`src/rtl/program_loader.sv`:
```
// program_loader
//
// Boot-time loader for the single-cycle MIPS instruction memory. Accepts a
// byte stream (valid/ready), reads a 16-bit big-endian word count, assembles
// big-endian 32-bit words and writes them sequentially to instruction memory.
// A trailing XOR checksum byte gates release of the processor reset.
//
// Ports:
//   clk, rst          clock, asynchronous active-high reset
//   in_valid/in_byte  incoming stream byte
//   in_ready          loader can accept a byte (HDR0..CSUM, never during rst)
//   reload            pulse in DONE/ERROR restarts loading at HDR0
//   imem_we/addr/wdata  registered one-cycle word write to instruction memory
//   cpu_rst           processor reset, low only in DONE
//   done / error      load verified / length or checksum failure
module program_loader #(
    parameter int DEPTH  = 1024,
    parameter int ADDR_W = 10
) (
    input  logic              clk,
    input  logic              rst,
    input  logic              in_valid,
    input  logic [7:0]        in_byte,
    output logic              in_ready,
    input  logic              reload,
    output logic              imem_we,
    output logic [ADDR_W-1:0] imem_addr,
    output logic [31:0]       imem_wdata,
    output logic              cpu_rst,
    output logic              done,
    output logic              error
);

    typedef enum logic [2:0] {
        S_HDR0,
        S_HDR1,
        S_DATA,
        S_CSUM,
        S_DONE,
        S_ERROR
    } state_t;

    localparam logic [15:0] DEPTH_16 = 16'(DEPTH);

    state_t              r_state;
    logic [15:0]         r_len;
    logic [7:0]          r_xor;
    logic [ADDR_W:0]     r_wcnt;     // one extra bit so N == DEPTH does not wrap
    logic [1:0]          r_bcnt;
    logic [31:0]         r_word;
    logic                r_we;
    logic [ADDR_W-1:0]   r_addr;
    logic [31:0]         r_wdata;
    logic                r_cpu_rst;
    logic                r_done;
    logic                r_error;

    logic                w_accept;
    logic [15:0]         w_len;
    logic                w_last_word;
    logic [31:0]         w_word;

    // Ready is combinational from state so it drops the instant rst rises.
    always_comb begin
        in_ready = 1'b0;
        if (!rst) begin
            in_ready = (r_state == S_HDR0) || (r_state == S_HDR1) ||
                       (r_state == S_DATA) || (r_state == S_CSUM);
        end
    end

    assign w_accept    = in_valid & in_ready;
    assign w_len       = {r_len[15:8], in_byte};
    assign w_last_word = (16'(r_wcnt) + 16'd1) == r_len;
    // Lanes 3..1 already hold the first three bytes when the 4th arrives.
    assign w_word      = {r_word[31:8], in_byte};

    always_ff @(posedge clk or posedge rst) begin
        if (rst) begin
            r_state   <= S_HDR0;
            r_len     <= '0;
            r_xor     <= '0;
            r_wcnt    <= '0;
            r_bcnt    <= '0;
            r_word    <= '0;
            r_we      <= 1'b0;
            r_addr    <= '0;
            r_wdata   <= '0;
            r_cpu_rst <= 1'b1;
            r_done    <= 1'b0;
            r_error   <= 1'b0;
        end else begin
            r_we <= 1'b0;
            case (r_state)
                S_HDR0: begin
                    if (w_accept) begin
                        r_len[15:8] <= in_byte;
                        r_xor       <= r_xor ^ in_byte;
                        r_state     <= S_HDR1;
                    end
                end
                S_HDR1: begin
                    if (w_accept) begin
                        r_len <= w_len;
                        r_xor <= r_xor ^ in_byte;
                        if (w_len > DEPTH_16) begin
                            r_error <= 1'b1;
                            r_state <= S_ERROR;
                        end else if (w_len == 16'd0) begin
                            r_state <= S_CSUM;
                        end else begin
                            r_state <= S_DATA;
                        end
                    end
                end
                S_DATA: begin
                    if (w_accept) begin
                        r_xor  <= r_xor ^ in_byte;
                        r_bcnt <= r_bcnt + 2'd1;
                        case (r_bcnt)
                            2'd0: r_word[31:24] <= in_byte;
                            2'd1: r_word[23:16] <= in_byte;
                            2'd2: r_word[15:8]  <= in_byte;
                            default: begin
                                r_word[7:0] <= in_byte;
                                r_we        <= 1'b1;
                                r_addr      <= r_wcnt[ADDR_W-1:0];
                                r_wdata     <= w_word;
                                r_wcnt      <= r_wcnt + 1'b1;
                                if (w_last_word) begin
                                    r_state <= S_CSUM;
                                end
                            end
                        endcase
                    end
                end
                S_CSUM: begin
                    if (w_accept) begin
                        if (in_byte == r_xor) begin
                            r_done    <= 1'b1;
                            r_cpu_rst <= 1'b0;
                            r_state   <= S_DONE;
                        end else begin
                            r_error <= 1'b1;
                            r_state <= S_ERROR;
                        end
                    end
                end
                default: begin
                    // DONE or ERROR: only reload leaves; XOR is cleared on HDR0 entry.
                    if (reload) begin
                        r_done    <= 1'b0;
                        r_error   <= 1'b0;
                        r_cpu_rst <= 1'b1;
                        r_wcnt    <= '0;
                        r_bcnt    <= '0;
                        r_xor     <= '0;
                        r_state   <= S_HDR0;
                    end
                end
            endcase
        end
    end

    assign imem_we    = r_we;
    assign imem_addr  = r_addr;
    assign imem_wdata = r_wdata;
    assign cpu_rst    = r_cpu_rst;
    assign done       = r_done;
    assign error      = r_error;

endmodule

```
`config.mk`:
```
export PLATFORM = sky130hd
export DESIGN_NAME = program_loader
export DESIGN_NICKNAME = d
export VERILOG_FILES = /design/src/rtl/program_loader.sv
export SDC_FILE = /design/constraint.sdc
export NUM_CORES = 1
export LEC_CHECK = 0
export ABC_AREA = 0
export BUFFER_PORTS_ARGS = -buffer_cell sky130_fd_sc_hd__buf_2
export CAP_MARGIN = 20
export CELL_PAD_IN_SITES_DETAIL_PLACEMENT = 0
export CELL_PAD_IN_SITES_GLOBAL_PLACEMENT = 2
export CORE_MARGIN = 2
export CORE_UTILIZATION = 41
export CTS_BUF_LIST = sky130_fd_sc_hd__clkbuf_2 sky130_fd_sc_hd__clkbuf_4 sky130_fd_sc_hd__clkbuf_8
export DETAILED_ROUTE_END_ITERATION = 8
export PLACE_DENSITY = 0.86
export SYNTH_ARGS = -nofsm -noshare
export SYNTH_HDL_FRONTEND = slang
export SYNTH_SLANG_ARGS = --single-unit
```
`constraint.sdc`:
```
create_clock -name clk -period 7.7 [get_ports clk]
set_input_delay 0.77 -clock clk [delete_from_list [all_inputs] [get_ports clk]]
set_output_delay 0.77 -clock clk [all_outputs]
set_load 0.02 [all_outputs]
```
==> run_results.csv <==
group,metric,value,unit
timing,slew_viol_final,0,
timing,setup_tns,0,ns
timing,slew_headroom,0.435,
setup_path,cp_slowest_cell,"inv_2",
clock_tree,clkTransAtPathRegs,0.10,ns
setup_path,path_buf_inv,2,
route,vias,3622,
synth,synth-seq-cells,110,
setup_path,worstRegToRegCells,7,
cells_and_area,drive_gt1_frac,0.240,
setup_path,critical_path.max_fanout,57,
global_routing,track_usage,0.185,
synth,yosys_warnings,0,
timing,period_share,0.377,
route,wl,11300,µm
setup_path,crit_family,"buffers and inverters",
timing,worst_hold_slack,0.473,ns
synth,synth_area_per_cell,9.95,µm²
cells_and_area,final_core_util,0.464,
clock_tree,clock_latency,0.39,ns
route,drtAntennaViolNets,0,
cells_and_area,area_delta_synth_final,11.9,%
hold_path,min_from,"cpu_rst$_DFFE_PP1P_",
setup_path,r2r_slack,4.80,ns
setup_path,cp_cell_sequence,"nor4b_4 > nand3_2 > buf_4 > inv_2 > a21oi_1 > o21ai_0 > o21ai_0",
floorplanning,fp.coreArea,11900,µm²
placement,gp_congestion,0.730,
floorplanning,die-area,13000,µm²
placement,placement.setup.worst_slack,4.50,ns
placement,postPlaceCellArea,5320,µm²
route,wl_per_cell,16.3,µm
timing,fmax,0.344,GHz
hold_path,min_path_type,"reg -> reg",
hold_path,whs_endpoint,"cpu_rst$_DFFE_PP1P_",
clock_tree,cts_resized,0,
timing,fin_ws,4.80,ns
synth,synthCells,497,
outcome,outcome,"finished, final reports clean",
clock_tree,clkSinkCount,110,
synth,yosys.cell_types.count,47,
floorplanning,ios,59,
setup_path,worst-path-stages,7,
setup_path,path_class,"reg -> reg",
clock_tree,cts_buffers,9,
clock_tree,post_cts_buffers,0,
timing,finalHoldViolations,0,
route,first_pass_iters,4,
setup_path,cp.arrival,3.16,ns
timing,finalCriticalPeriod,2.91,ns
timing,final.setup_skew,0.0110,ns
floorplanning,die_h,114,µm
cells_and_area,layout_common_cells,"nand2_1 (155), dfrtp_1 (109), buf_2 (58)",
timing,finalSetupViolations,0,
power_and_ir_drop,peakVddDrop,0.000104,V
floorplanning,dieWidth,114,µm
route,drc_errors,0,
setup_path,start_kind,"flop",
clock_tree,cts_tree,"done",
clock_tree,hold_buffers,0,
setup_path,reg2reg_to,"r_wcnt[7]$_DFFE_PP0P_",
global_routing,overflow,0,
power_and_ir_drop,cellLeakagePower,0.00281,µW
global_routing,grt_antenna_before_repair,0,
route,first_iter_violations,154,
cells_and_area,final_common_cell,"nand2_1",
global_routing,grt_max_degree,64,
placement,port_buffers,58,
global_routing,grt_pass1_wl,18500,µm
synth,synth-seq-area-share,0.557,
synth,synth_area_leader_cell,"dfrtp_1",
clock_tree,clockBufferDepth,2,
global_routing,grt_pass1_vias,3655,
cells_and_area,fin_nets,557,
synth,synthesis.nets,514,
floorplanning,rows,40,
cells_and_area,antenna_cells,0,
synth,synth-edff-count,0,
clock_tree,root_buffer,"clkbuf_8",
job,drv_cap,0,
setup_path,required,7.96,ns
synth,netlist_top_cells_area,"dfrtp_1 (55%), nand2_1 (12%), mux2_2 (8.9%), o21ai_0 (3.9%), xnor2_1 (2.7%)",
power_and_ir_drop,p_per_area,251,nW/µm²
timing,rsz0062_at_grt,"false",
setup_path,end_kind,"flop",
synth,ys.flop_type,"dfrtp_1",
route,vias_per_cell,5.23,
synth,synth_top_area_share,0.552,
setup_path,reg2reg_from,"r_state[2]$_DFFE_PP0P_",
synth,postSynth.asyncResetShare,1.00,
placement,hpwlAfterDp,7250,µm
timing,worst_slew_pin_slew,0.848,ns
floorplanning,start_util,0.415,
setup_path,cp_common_cell,"o21ai_0",
setup_path,max_stage_delay,0.70,ns
synth,syn_area,4940,µm²
hold_path,hold_depth,2,
cells_and_area,final_area,5530,µm²
clock_tree,htree_levels,3,
kinds of logic (layout without fill, tap and decap cells):
logic type                 after synthesis  count (layout)  synth area share
buffers and inverters                   35              83            0.0289
muxes                                   39              39            0.0888
and+or+nand+nor                        221             221             0.198
DFF                                    110             110             0.557
adders and majority gates                5               5            0.0127
AOI/OAI and AO/OA                       67              67            0.0787
xor gates and xnor gates                20              20            0.0354
through the flow:
stage               power (µW)  std cells
finish                    1390        692
global route              1470        692
CTS                       1410        692
detailed placement        1040        676
global placement          1020        676
floorplan                  969        497
area by class of cell:
type                            count  area [µm²]
Fill cell                        1144        6380
Sequential cell                   110        2750
Multi-Input combinational cell    352        2050
Timing Repair Buffer               60         305
Tap cell                          147         184
Clock buffer                       10         138
Clock inverter                      6        68.8
Inverter                            7        28.8
worst register-to-register path, stage by stage, from the launching register on:
cell and delay [ns]:
dfrtp_1 0.51, nor4b_4 0.42, nand3_2 0.10, buf_4 0.31, inv_2 0.74, a21oi_1 0.35, o21ai_0 0.23, o21ai_0 0.11
synth_stat cells, types with 2 or more instances:
cell,n
nand2_2,3
o31ai_1,3
clkbuf_1,21
or3_1,2
nand2b_1,4
a31oi_1,5
nand4_1,5
xor2_1,5
ha_1,5
inv_1,6
dfrtp_1,109
mux2_2,39
nor4_1,3
buf_2,6
nor2_1,19
nand2_1,155
xnor2_1,15
o21ai_0,39
o21a_1,2
nor3_1,5
a21oi_1,8
nand3_1,13
power by group:
| group | total, µW | switching [µW] | internal (µW) |
|---|---|---|---|
| logic | 274 | 134 | 140 |
| registers | 752 | 82.2 | 670 |
| clock network | 363 | 201 | 162 |
registers in the layout, summed over array words and instances (netlist names):
register    flops
imem_wdata     32
r_word         24
r_len          16
r_wcnt         11
imem_addr      10
r_xor           8
r_state         3
r_bcnt          2
cpu_rst         1
done            1
error           1
imem_we         1
per-layer routing:
layer  routed length, µm  track usage  vias to the layer above
li1                    -            -                     1743
met2                5240        0.292                       69
met1                5380        0.260                     1797
met4                 187       0.0683                        0
met3                 452       0.0298                       13
met5                   0            0                        -
worst max-delay path by stage:
stage	start	endpoint	slack, ns
after floorplan	rst	done$_DFFE_PP0P_	4.03
after global placement	rst	r_wcnt[9]$_DFFE_PP0P_	4.62
after detailed placement	rst	r_wcnt[9]$_DFFE_PP0P_	4.50
after CTS	r_state[2]$_DFFE_PP0P_	r_wcnt[9]$_DFFE_PP0P_	4.82
after global routing	r_state[0]$_DFFE_PP0P_	r_wcnt[7]$_DFFE_PP0P_	4.50
final	r_state[2]$_DFFE_PP0P_	r_wcnt[7]$_DFFE_PP0P_	4.80
(Power assumes the default switching activity.)
